File: config.mk
export PLATFORM = sky130hd
export DESIGN_NAME = load_store_unit
export DESIGN_NICKNAME = d
export VERILOG_FILES = /design/src/rtl/load_store_unit.sv
export SDC_FILE = /design/constraint.sdc
export NUM_CORES = 1
export LEC_CHECK = 0
export BUFFER_PORTS_ARGS = -buffer_cell sky130_fd_sc_hd__buf_2
export CORE_ASPECT_RATIO = 0.75
export CORE_UTILIZATION = 35
export DETAILED_ROUTE_END_ITERATION = 12
export SETUP_SLACK_MARGIN = 0.02
export SYNTH_ARGS = -nofsm -noshare
export SYNTH_HDL_FRONTEND = slang
export SYNTH_SLANG_ARGS = --single-unit
File: constraint.sdc
create_clock -name I_clk -period 6.2 [get_ports I_clk]
set_input_delay 0.62 -clock I_clk [delete_from_list [all_inputs] [get_ports I_clk]]
set_output_delay 0.62 -clock I_clk [all_outputs]
set_load 0.01 [all_outputs]
File: src/rtl/load_store_unit.sv
// RV32I load/store requester for a single-port word memory.
// Sub-word stores are done as read-modify-write; loads are lane-extracted and extended.
module load_store_unit #(
  parameter int ADDR_WIDTH     = 32,
  parameter int MEM_ADDR_WIDTH = 30
) (
  input  logic                      I_clk,
  input  logic                      I_rst,
  input  logic                      I_req,
  input  logic                      I_we,
  input  logic [2:0]                I_funct3,
  input  logic [ADDR_WIDTH-1:0]     I_addr,
  input  logic [31:0]               I_wdata,
  output logic                      O_busy,
  output logic                      O_done,
  output logic                      O_fault,
  output logic [31:0]               O_rdata,
  output logic                      O_mem_memrw,
  output logic [MEM_ADDR_WIDTH-1:0] O_mem_address,
  output logic [31:0]               O_mem_data,
  input  logic [31:0]               I_mem_data
);

  typedef enum logic [2:0] {
    IDLE,
    READ,
    WRITE,
    DONE,
    FAULT
  } state_t;

  state_t state;
  state_t state_next;

  logic        accept;
  logic        illegal;
  logic        is_sw;
  logic        we_q;
  logic [2:0]  funct3_q;
  logic [1:0]  lane_q;
  logic [15:0] wdata_q;
  logic [7:0]  byte_sel;
  logic [15:0] half_sel;
  logic [31:0] load_val;
  logic [31:0] merged;

  assign accept = (state == IDLE) && I_req;
  assign is_sw  = I_we && (I_funct3 == 3'b010);

  always_comb begin
    illegal = 1'b0;
    unique case (I_funct3)
      3'b000:  illegal = 1'b0;
      3'b001:  illegal = I_addr[0];
      3'b010:  illegal = |I_addr[1:0];
      3'b100:  illegal = I_we;
      3'b101:  illegal = I_we || I_addr[0];
      default: illegal = 1'b1;
    endcase
  end

  always_ff @(posedge I_clk or posedge I_rst) begin
    if (I_rst) begin
      state <= IDLE;
    end else begin
      state <= state_next;
    end
  end

  always_comb begin
    state_next = state;
    unique case (state)
      IDLE: begin
        if (accept) begin
          if (illegal) state_next = FAULT;
          else if (is_sw) state_next = WRITE;
          else state_next = READ;
        end
      end
      READ:    state_next = we_q ? WRITE : DONE;
      WRITE:   state_next = DONE;
      DONE:    state_next = IDLE;
      FAULT:   state_next = IDLE;
      default: state_next = IDLE;
    endcase
  end

  // Memory write strobe is decoded from state so reset kills it at once.
  always_comb begin
    O_busy      = (state != IDLE);
    O_done      = (state == DONE) || (state == FAULT);
    O_fault     = (state == FAULT);
    O_mem_memrw = (state == WRITE);
  end

  always_comb begin
    byte_sel = I_mem_data[{lane_q, 3'b000} +: 8];
    half_sel = I_mem_data[{lane_q[1], 4'b0000} +: 16];
    unique case (funct3_q[1:0])
      2'b00:   load_val = {{24{byte_sel[7] & ~funct3_q[2]}}, byte_sel};
      2'b01:   load_val = {{16{half_sel[15] & ~funct3_q[2]}}, half_sel};
      default: load_val = I_mem_data;
    endcase
  end

  always_comb begin
    merged = I_mem_data;
    if (funct3_q[0]) begin
      merged[{lane_q[1], 4'b0000} +: 16] = wdata_q;
    end else begin
      merged[{lane_q, 3'b000} +: 8] = wdata_q[7:0];
    end
  end

  always_ff @(posedge I_clk or posedge I_rst) begin
    if (I_rst) begin
      we_q          <= 1'b0;
      funct3_q      <= 3'b000;
      lane_q        <= 2'b00;
      wdata_q       <= 16'h0000;
      O_rdata       <= 32'h0;
      O_mem_address <= '0;
      O_mem_data    <= 32'h0;
    end else if (accept) begin
      we_q     <= I_we;
      funct3_q <= I_funct3;
      lane_q   <= I_addr[1:0];
      wdata_q  <= I_wdata[15:0];
      O_rdata  <= 32'h0;
      if (!illegal) begin
        O_mem_address <= I_addr[ADDR_WIDTH-1:2];
      end
      if (!illegal && is_sw) begin
        O_mem_data <= I_wdata;
      end
    end else if (state == READ) begin
      if (we_q) begin
        O_mem_data <= merged;
      end else begin
        O_rdata <= load_val;
      end
    end
  end

endmodule

==> impl_metrics.xml <==
<?xml version="1.0" encoding="UTF-8"?>
<metrics>
  <group name="sta">
    <metric name="min_period" unit="ns">3.71</metric>
    <metric name="grt_setup_unrepaired" unit="">no</metric>
    <metric name="clock_skew" unit="ns">0.00661</metric>
    <metric name="slew_viol_final" unit="">0</metric>
    <metric name="worst-slew-pin-transition" unit="ns">1.23</metric>
    <metric name="timing.final.crit_share" unit="%">59.9</metric>
    <metric name="timing.slew.headroom" unit="%">17.7</metric>
    <metric name="timing_hold_violations_final" unit="">0</metric>
    <metric name="final.hold.worst_slack" unit="ns">0.408</metric>
    <metric name="setup_total_negative_slack" unit="ns">0</metric>
    <metric name="setup_viol" unit="">0</metric>
    <metric name="max_clock_freq" unit="MHz">269</metric>
  </group>
  <group name="clock_tree">
    <metric name="cts_hold_repair.buffers" unit="">0</metric>
    <metric name="h-tree-depth" unit="">4</metric>
    <metric name="cts_tree" unit="">done</metric>
    <metric name="clkSlewWorstSetupHoldPaths" unit="ns">0.06</metric>
    <metric name="cts_setup_buffers" unit="">0</metric>
    <metric name="cts_repair_resize_count" unit="">0</metric>
    <metric name="cts-buffers-inserted" unit="">17</metric>
    <metric name="cts-root-to-sink-buffers" unit="">2</metric>
    <metric name="cts_sinks" unit="">119</metric>
    <metric name="cts-root-buf" unit="">sky130_fd_sc_hd__clkbuf_16</metric>
    <metric name="clk_latency" unit="ns">0.42</metric>
  </group>
  <group name="critical_path">
    <metric name="crit_arrival" unit="ns">4.04</metric>
    <metric name="kind_of_critical_path" unit="">reg2reg</metric>
    <metric name="path_length_in_cells_of_the_critical_path" unit="">6</metric>
    <metric name="critical-path-max-stage-delay" unit="ns">1.05</metric>
    <metric name="worstSetupEndpoint" unit="">O_mem_data[0]$_DFFE_PP0P_</metric>
    <metric name="cells_traversed_along_the_worst_timing_path" unit="">clkinv_1 &gt; ha_1 &gt; nor4bb_2 &gt; a221oi_1 &gt; a211o_1 &gt; a31oi_1</metric>
    <metric name="cpMaxStageDelayCell" unit="">sky130_fd_sc_hd__dfrtp_2</metric>
    <metric name="cpLargestDelayFamily" unit="">flip-flops</metric>
    <metric name="worstSetupStartpoint" unit="">lane_q[1]$_DFFE_PP0P_</metric>
    <metric name="setup.reg_to_reg.worst_slack" unit="ns">2.49</metric>
    <metric name="crit_path_end_kind" unit="">flip-flop</metric>
    <metric name="worstPathBufferInverterCount" unit="">1</metric>
    <metric name="ff2ff_path_depth" unit="">6</metric>
    <metric name="rr_endpoint" unit="">O_mem_data[0]$_DFFE_PP0P_</metric>
    <metric name="timing.critical_path.from_type" unit="">flip-flop</metric>
    <metric name="worst_r2r_startpoint" unit="">lane_q[1]$_DFFE_PP0P_</metric>
    <metric name="critPathRequiredTime" unit="ns">6.53</metric>
    <metric name="worst-path-max-fanout" unit="">38</metric>
  </group>
  <group name="job">
    <metric name="max_cap_viol_count" unit="">0</metric>
  </group>
  <group name="logic_synthesis">
    <metric name="sequential_element_share_of_the_synthesized_area" unit="%">49.2</metric>
    <metric name="synth-seq-cells" unit="">119</metric>
    <metric name="avgSynthCellArea" unit="um^2">10.8</metric>
    <metric name="synthFlopType" unit="">sky130_fd_sc_hd__dfrtp_1</metric>
    <metric name="synth_warnings" unit="">0</metric>
    <metric name="synth_enable_flop_cells" unit="">0</metric>
    <metric name="post_synth_main_area_contributors" unit="">sky130_fd_sc_hd__dfrtp_1, sky130_fd_sc_hd__mux2_2, sky130_fd_sc_hd__mux2i_1</metric>
    <metric name="post-synth-top-area-cell" unit="">sky130_fd_sc_hd__dfrtp_1</metric>
    <metric name="synthesis.instances" unit="">559</metric>
    <metric name="synth.top_cells.by_count" unit="">sky130_fd_sc_hd__dfrtp_1, sky130_fd_sc_hd__nand2_1, sky130_fd_sc_hd__a21oi_1, sky130_fd_sc_hd__a221oi_1, sky130_fd_sc_hd__mux2i_1</metric>
    <metric name="mappedNetlistNets" unit="">667</metric>
    <metric name="synthesis.area" unit="um^2">6050</metric>
    <metric name="postSynth.asyncResetShare" unit="%">100</metric>
    <metric name="synth.lib_cells_used.distinct" unit="">49</metric>
    <metric name="yosys.cell_count.top_type" unit="">sky130_fd_sc_hd__dfrtp_1</metric>
    <metric name="synth_top_area_share" unit="%">49.2</metric>
  </group>
  <group name="pwr">
    <metric name="worst_ir_drop_vdd" unit="uV">321</metric>
    <metric name="power_density_normalized_to_cell_area" unit="nW/um^2">570</metric>
    <metric name="totalPowerFinal" unit="uW">4440</metric>
    <metric name="p_leak" unit="uW">0.00368</metric>
  </group>
  <group name="cells_and_area">
    <metric name="final_net_count" unit="">845</metric>
    <metric name="share_of_final_layout_standard_cells_stronger_than_drive_strength_1" unit="%">37.2</metric>
    <metric name="area_growth_from_synthesis_to_layout" unit="%">28.7</metric>
    <metric name="fillerInstances" unit="">1622</metric>
    <metric name="finalInstanceArea" unit="um^2">7790</metric>
  </group>
  <group name="global_route">
    <metric name="grt_overflow_total" unit="">0</metric>
    <metric name="initial_antenna_violation_count" unit="">2</metric>
    <metric name="grt_start_max_net_pins" unit="">82</metric>
    <metric name="grt_first_pass_wirelength" unit="um">31000</metric>
    <metric name="grt_pass1_vias" unit="">5460</metric>
    <metric name="grt.total_usage" unit="%">23.2</metric>
  </group>
  <group name="die">
    <metric name="core_area" unit="um^2">16900</metric>
    <metric name="die-height" unit="um">116</metric>
    <metric name="die_area" unit="um^2">17800</metric>
    <metric name="std_cell_rows" unit="">41</metric>
    <metric name="top_level_ports" unit="">201</metric>
    <metric name="die_width" unit="um">154</metric>
    <metric name="floorplan.initialDensity" unit="%">35.9</metric>
  </group>
  <group name="detailed_routing">
    <metric name="total_drc_errors_in_the_routed_layout" unit="">0</metric>
    <metric name="firstDrtPassIters" unit="">5</metric>
    <metric name="detailedRoute.firstIterationViolations" unit="">446</metric>
    <metric name="detail_route.vias_per_cell" unit="">5.78</metric>
    <metric name="antenna_left" unit="">0</metric>
    <metric name="detail_route.wirelength" unit="um">19900</metric>
    <metric name="dr_total_vias" unit="">5585</metric>
    <metric name="avgRoutedWirePerCell" unit="um">20.6</metric>
  </group>
  <group name="placement">
    <metric name="gp_congestion" unit="">0.836</metric>
    <metric name="placed_area" unit="um^2">7170</metric>
    <metric name="port_buffers" unit="">200</metric>
    <metric name="estimated_wirelength_of_the_detail_placed_design" unit="um">14100</metric>
  </group>
  <group name="min_path">
    <metric name="hold_path_class" unit="">in2reg</metric>
  </group>
  <group name="run_status">
    <metric name="status" unit="">complete, no violations</metric>
  </group>
</metrics>
[registers in the layout, indices dropped and copies added, names as in the netlist]
signal         count
O_rdata           32
O_mem_address     30
wdata_q           16
state              3
funct3_q           3
O_mem_data        32
we_q               1
lane_q             2
[final cells by class]
cell class              count  area [um^2]  share of cell area, %
inverters                  10         40.0                  0.514
multi-input cells         381         2820                   36.3
flip-flops and latches    119         2980                   38.2
diodes                      2         5.00                 0.0642
well taps                 215          269                   3.45
clock buffers              19          433                   5.56
clock inverters            12          179                   2.30
repair buffers            208         1060                   13.6
[worst register-to-register path: stages (launching register included)]
cell,delay [ns]
sky130_fd_sc_hd__dfrtp_2,1.05
sky130_fd_sc_hd__clkinv_1,0.56
sky130_fd_sc_hd__ha_1,0.49
sky130_fd_sc_hd__nor4bb_2,0.83
sky130_fd_sc_hd__a221oi_1,0.20
sky130_fd_sc_hd__a211o_1,0.32
sky130_fd_sc_hd__a31oi_1,0.17
[metal layers]
metal	GRT usage [%]	part of all wire, %	up-vias
li1	-	-	2516
met1	32.0	46	2740
met2	34.5	43	292
met3	6.43	8.9	35
met4	9.27	2.2	2
met5	0	0.060	-
[placed cells by master, fill, tap and decap left out, drive strengths merged, types with 9 or more instances in the layout]
master / instances
a221o: 16
o21ai: 12
a21oi: 33
a211o: 24
a221oi: 33
clkbuf: 19
buf: 208
dfrtp: 119
nand2: 79
nand2b: 11
a32o: 9
mux2: 32
o211ai: 9
o2bb2ai: 15
a31oi: 24
mux2i: 31
[stage by stage]
step | instances | worst slack, ns | util [%]
after CTS | 964 | 2.16 | 46.1
after global placement | 933 | 2.41 | 42.5
after floorplan | 559 | 2.42 | -
final | 966 | 2.49 | 46.2
after detailed placement | 933 | 2.18 | 42.5
after global routing | 964 | 2.22 | 46.1
[report_power, final]
group / leakage (uW) / switching (uW) / internal (uW)
Clock: 0.000277 / 367 / 668
Sequential: 0.00147 / 353 / 1140
Combinational: 0.00194 / 1080 / 838
Total: 0.00368 / 1800 / 2640
[worst min path at each step]
stage	startpoint	to	slack, ns	depth (start not counted)
after floorplan	we_q$_DFFE_PP0P_	we_q$_DFFE_PP0P_	0.46	2
after global placement	O_mem_data[16]$_DFFE_PP0P_	O_mem_data[16]$_DFFE_PP0P_	0.47	1
after detailed placement	O_rdata[2]$_DFFE_PP0P_	O_rdata[2]$_DFFE_PP0P_	0.47	1
after CTS	I_addr[18]	O_mem_address[16]$_DFFE_PP0P_	0.39	2
after global routing	I_addr[19]	O_mem_address[17]$_DFFE_PP0P_	0.41	2
final	I_addr[18]	O_mem_address[16]$_DFFE_PP0P_	0.41	2
[logic make-up (layout without fill, tap and decap cells)]
family,after synthesis,after routing,synth area share [%]
AO/OA/AOI/OAI,191,191,24.7
AND/OR/NAND/NOR,122,122,9.57
flip-flops,119,119,49.2
multiplexers,63,63,11.1
buffers and inverters,59,249,4.32
adder cells (fa/ha/maj),5,5,1.03
other,0,2,0
Note: power is estimated with default switching activity, not from simulation.
